===== config.mk =====
export PLATFORM = sky130hd
export DESIGN_NAME = if_prefetch_buf
export DESIGN_NICKNAME = d
export VERILOG_FILES = /design/src/rtl/if_prefetch_buf.sv
export SDC_FILE = /design/constraint.sdc
export NUM_CORES = 1
export LEC_CHECK = 0
export CAP_MARGIN = 40
export CORE_MARGIN = 8
export CORE_UTILIZATION = 50
export DETAILED_ROUTE_END_ITERATION = 8
export PLACE_DENSITY_LB_ADDON = 0.08
export REMOVE_ABC_BUFFERS = 1
export SLEW_MARGIN = 20
export SYNTH_ARGS = -nofsm -noshare
export SYNTH_HDL_FRONTEND = slang
export SYNTH_SLANG_ARGS = --single-unit

===== constraint.sdc =====
create_clock -name clk -period 12.6 [get_ports clk]
set_clock_uncertainty 0.15 [all_clocks]
set_input_delay 1.26 -clock clk [delete_from_list [all_inputs] [get_ports clk]]
set_output_delay 1.26 -clock clk [all_outputs]
set_load 0.02 [all_outputs]

===== src/rtl/if_prefetch_buf.sv =====
// rtl/if_prefetch_buf.sv - instruction-fetch prefetch FIFO with redirect flush and stale-response drain
// Optional same-cycle response bypass when the FIFO is empty: define IF_PREFETCH_BYPASS_EN.
module if_prefetch_buf #(
  parameter int          DEPTH    = 4,
  parameter logic [63:0] RESET_PC = 64'h8000_0000
) (
  input  logic        clk,
  input  logic        rst_n,
  input  logic        redirect_valid,
  input  logic [63:0] redirect_pc,
  input  logic        stall,
  output logic        imem_req_valid,
  output logic [63:0] imem_req_addr,
  input  logic        imem_req_ready,
  input  logic        imem_rsp_valid,
  input  logic [31:0] imem_rsp_data,
  output logic [31:0] inst,
  output logic [63:0] curr_pc,
  output logic        ena
);
  localparam int          PW  = $clog2(DEPTH);
  localparam int          CW  = PW + 1;
  localparam logic [31:0] NOP = 32'h0000_0013;

  typedef enum logic {RUN, DRAIN} state_t;

  state_t        state;
  logic          req_en;
  logic [63:0]   fetch_pc, rsp_pc, redirect_tgt;
  logic [63:0]   pc_mem   [DEPTH];
  logic [31:0]   inst_mem [DEPTH];
  logic [PW-1:0] wr_ptr, rd_ptr;
  logic [CW-1:0] count, outstanding, drop_cnt, drop_src, drop_next;
  logic [CW:0]   credit_used;
  logic          head_valid, req_fire, rsp_take, bypass, push, pop;

  assign redirect_tgt   = redirect_pc & ~64'h3;
  assign head_valid     = (count != '0);
  // Buffered plus in-flight words may never exceed the FIFO size, so a push always has room.
  assign credit_used    = {1'b0, count} + {1'b0, outstanding};
  assign imem_req_valid = req_en && (state == RUN) && !redirect_valid &&
                          (credit_used < (CW+1)'(DEPTH));
  assign imem_req_addr  = fetch_pc;
  assign req_fire       = imem_req_valid && imem_req_ready;
  assign rsp_take       = (state == RUN) && !redirect_valid && imem_rsp_valid &&
                          (outstanding != '0);
`ifdef IF_PREFETCH_BYPASS_EN
  assign bypass = rsp_take && !head_valid;
`else
  assign bypass = 1'b0;
`endif
  assign pop  = head_valid && !stall && !redirect_valid;
  assign push = rsp_take && !(bypass && !stall);

  // In RUN drop_cnt is 0; in DRAIN outstanding is 0. A response in the redirect cycle is already stale.
  assign drop_src  = (state == RUN) ? outstanding : drop_cnt;
  assign drop_next = (imem_rsp_valid && drop_src != '0) ? drop_src - CW'(1) : drop_src;

  always_comb begin
    ena     = head_valid;
    inst    = NOP;
    curr_pc = '0;
    if (head_valid) begin
      inst    = inst_mem[rd_ptr];
      curr_pc = pc_mem[rd_ptr];
    end else if (bypass) begin
      ena     = 1'b1;
      inst    = imem_rsp_data;
      curr_pc = rsp_pc;
    end
  end

  always_ff @(posedge clk) begin
    if (push) begin
      pc_mem[wr_ptr]   <= rsp_pc;
      inst_mem[wr_ptr] <= imem_rsp_data;
    end
  end

  always_ff @(posedge clk or negedge rst_n) begin
    if (!rst_n) begin
      state       <= RUN;
      req_en      <= 1'b0;
      fetch_pc    <= RESET_PC;
      rsp_pc      <= RESET_PC;
      wr_ptr      <= '0;
      rd_ptr      <= '0;
      count       <= '0;
      outstanding <= '0;
      drop_cnt    <= '0;
    end else begin
      req_en <= 1'b1;
      if (redirect_valid) begin
        fetch_pc    <= redirect_tgt;
        rsp_pc      <= redirect_tgt;
        wr_ptr      <= '0;
        rd_ptr      <= '0;
        count       <= '0;
        outstanding <= '0;
        drop_cnt    <= drop_next;
        state       <= (drop_next != '0) ? DRAIN : RUN;
      end else if (state == DRAIN) begin
        if (imem_rsp_valid && drop_cnt != '0) begin
          drop_cnt <= drop_cnt - CW'(1);
          if (drop_cnt == CW'(1)) state <= RUN;
        end
      end else begin
        if (req_fire) fetch_pc <= fetch_pc + 64'd4;
        if (rsp_take) rsp_pc   <= rsp_pc + 64'd4;
        if (push)     wr_ptr   <= wr_ptr + PW'(1);
        if (pop)      rd_ptr   <= rd_ptr + PW'(1);
        outstanding <= outstanding + CW'(req_fire) - CW'(rsp_take);
        count       <= count + CW'(push) - CW'(pop);
      end
    end
  end
endmodule

==> summary.txt <==
Clock tree
  – Clock sinks: 515
  – Hold-fix buffers, CTS: 0
  – Resize count post-CTS: 0
  – Clk root buf: clkbuf_16
  – Worst-Skew Late Latency: 0.60 ns
  – CTS tree: built
  – H-tree Lvls: 2
  – Total CTS buffers: 53
  – CTS max path bufs: 3
  – Post-CTS Setup Bufs: 0
  – Clock transition at path regs: ~0.06 ns

Detailed routing
  – Via count: 13,900
  – Routed wire length: 57,200 um
  – Vias per inst: 5.79
  – Final ANT Viol Nets: 0
  – DRT Pass-1 Iters: 5
  – DRC: 0
  – Starting DRT DRC Count: between 1,000 and 1,500
  – Post-DR wirelength/cell: 23.8 um

Setup path
  – Max incr delay on CP: ~0.9 ns
  – Slowest stage cell, crit path: dfrtp_4
  – WP buf/inv: 3
  – Worst Setup End Kind: output port
  – Worst Path Required: 11.19 ns
  – Crit path DAT: ~3.8 ns
  – Critical path type: flip-flop to output port
  – Delay-heaviest family, CP: buffers and inverters
  – Worst r2r src: outstanding[2]$_DFFE_PN0P_
  – Crit path launch type: flip-flop
  – Worst Setup SP: rd_ptr[0]$_DFFE_PN0P_
  – Most numerous cell on the critical path: buf_4
  – CP cell instances: buf_4 > buf_4 > mux4_2 > and2_1 > clkdlybuf4s50_1
  – Critical-path maximum fanout: 33

Finish
  – Area of the multi-input gates: 7350 sq um
  – Share of layout cells above drive strength 1: 0.150
  – FF+latch area: about 15,000 sq um
  – Most common cell after layout, fill and taps aside: edfxtp_1
  – Area grow syn2layout: 22.1%
  – Fillers: 3,409
  – Most frequent cells in the layout: edfxtp_1, clkdlybuf4s50_1, dfrtp_1
  – Layout Utilization: 0.621
  – Nets: 1,886

Floorplanning
  – Core Region: 44,300 sq um
  – Row cnt: between 70 and 80
  – Die area: 52,100 sq um
  – Starting density of the core: 0.508
  – Chip height: between 200 and 250 um
  – I/O pins: 264
  – Die boundary width: 228 um

Global routing
  – First-pass GRT wire length: 87,800 um
  – GRT overflow: 0
  – Largest net degree at the start of global routing: 76
  – Initial antenna violation count: 2
  – Vias in the first global route: 14,300
  – GRT Resource Usage Total: 0.218

Timing
  – Setup TNS: 0 ns
  – Post-route minimum period: 5.24 ns
  – Max-slew headroom: 0.466
  – Fmax: 0.191 GHz
  – RSZ-0062 raised after global routing: false
  – Final Hold Vio Count: 0
  – Worst-Margin Slew: 0.799 ns
  – Final Max Slew Viols: 0
  – Final setup violation count: 0
  – Part of the cycle the worst path needs: 0.416

Yosys
  – Gate Count Post-Synth: 1,501
  – Post-synth ARST share: 0.270
  – Top cells by area, synth: edfxtp_1, dfrtp_1, mux4_2
  – Unique masters post-synth: 62
  – Part of the Yosys area used for sequential elements: 0.655
  – Top FF cell, synth: edfxtp_1
  – Syn avg cell area: 15.0 sq um
  – Area leader, netlist: edfxtp_1
  – Post-synthesis register bit count: 515
  – Cell area after synthesis: approximately 23,000 sq um
  – Synth top area share: 0.501
  – Post-synth EDFFs: 376
  – Yosys Warn Count: 0

Power and ir drop
  – VDD IR-drop max: 0.121 mV
  – P_leak: 9.29 nW
  – Pwr Total: 3.78 mW
  – Power Density: 137 nW/um^2

Placement
  – Routability cong.: 0.847
  – Detailed-placement wirelength estimate: 38,800 um
  – Buffers on Ports: 257

Worst hold path
  – Hold wc startpoint: rsp_pc[63]$_DFFE_PN0P_
  – Worst min path class: flip-flop to flip-flop

Run status
  – Status: finished clean

Flow run
  – Max-cap violations: 0
## area by class of cell
type                       instances  share of cell area
clock buffer                      72              0.0522
sequential                       515               0.537
inverter                          28             0.00386
antenna                            1           0.0000909
tap                              592              0.0269
clock inverter                    28             0.00823
multi-input combinational        884               0.267
timing repair buffer             283               0.105
## cells in the mapped netlist (3+ instances only)
library cell	instances
clkbuf_1	55
nand3_1	59
ha_1	17
xnor2_1	60
a21boi_0	7
a21oi_1	35
o311ai_0	6
nand2b_1	7
xor2_1	42
a211oi_1	3
buf_1	5
or2_2	5
nor2_1	63
o211ai_1	10
o21ai_0	39
and2_1	105
a31oi_1	4
mux2_2	48
nand2_1	86
o31a_1	4
inv_1	27
and3_1	23
nor4_1	16
buf_2	11
mux2i_1	11
or3_1	9
o21ai_1	3
or4_1	3
mux4_2	94
nor4_2	7
and4_1	10
buf_4	5
dfrtp_1	137
nand4_1	40
nor3_1	34
edfxtp_1	376
## cells by family after synthesis
kind of cell	count (synthesis)	share of synthesized area
flip-flops	515	0.655
AND/OR/NAND/NOR	481	0.117
multiplexers	153	0.123
AO/OA/AOI/OAI	124	0.0339
buffers and inverters	105	0.0193
XOR/XNOR	102	0.0396
adder cells (fa/ha/maj)	19	0.0112
other	2	0.000333
## through the flow
step                cell area, sq um  hold WS (ns)  worst slack, ns  instances
finish                         27500         0.398             7.36       2403
global route                   27500         0.430             7.09       2403
CTS                            27500         0.404             6.76       2401
detailed placement             25800         0.390             7.40       2301
global placement               25700         0.384             7.44       2294
floorplan                      22200         0.345             6.49       1427
## path summary, 6_finish.rpt
check	to	slack, ns	cells after the start
min reg2reg	pc_mem[3][63]$_DFFE_PP_	0.40	0
min in group asynchronous	rsp_pc[57]$_DFFE_PN0P_	0.52	1
min	pc_mem[3][63]$_DFFE_PP_	0.40	0
max	curr_pc[3]	7.36	5
max in group asynchronous	imem_req_addr[12]$_DFFE_PN0P_	10.57	3
max reg2reg	outstanding[2]$_DFFE_PN0P_	8.91	14
## routing by layer
| metal | global-route usage | vias to the layer above | routed length [um] |
|---|---|---|---|
| met5 | 0 | - | 9 |
| met4 | 0.0790 | 2 | 1880 |
| met3 | 0.0423 | 98 | 3310 |
| met2 | 0.351 | 405 | 27400 |
| met1 | 0.296 | 7144 | 24600 |
| li1 | - | 6260 | - |
## flip-flops by register name (all words and copies together), names as in the netlist
signal	count
count	3
drop_cnt	3
imem_req_addr	62
inst_mem	128
outstanding	3
pc_mem	248
rd_ptr	2
req_en	1
rsp_pc	62
state	1
wr_ptr	2
## report_power, final
part	switching [mW]	total, mW	leakage, nW	internal, mW
Combinational	0.163	0.310	3.45	0.147
Sequential	0.0902	1.97	5.03	1.88
Clock	0.639	1.50	0.809	0.862
Total	0.892	3.78	9.29	2.89
Note: power is estimated with default switching activity, not from simulation.
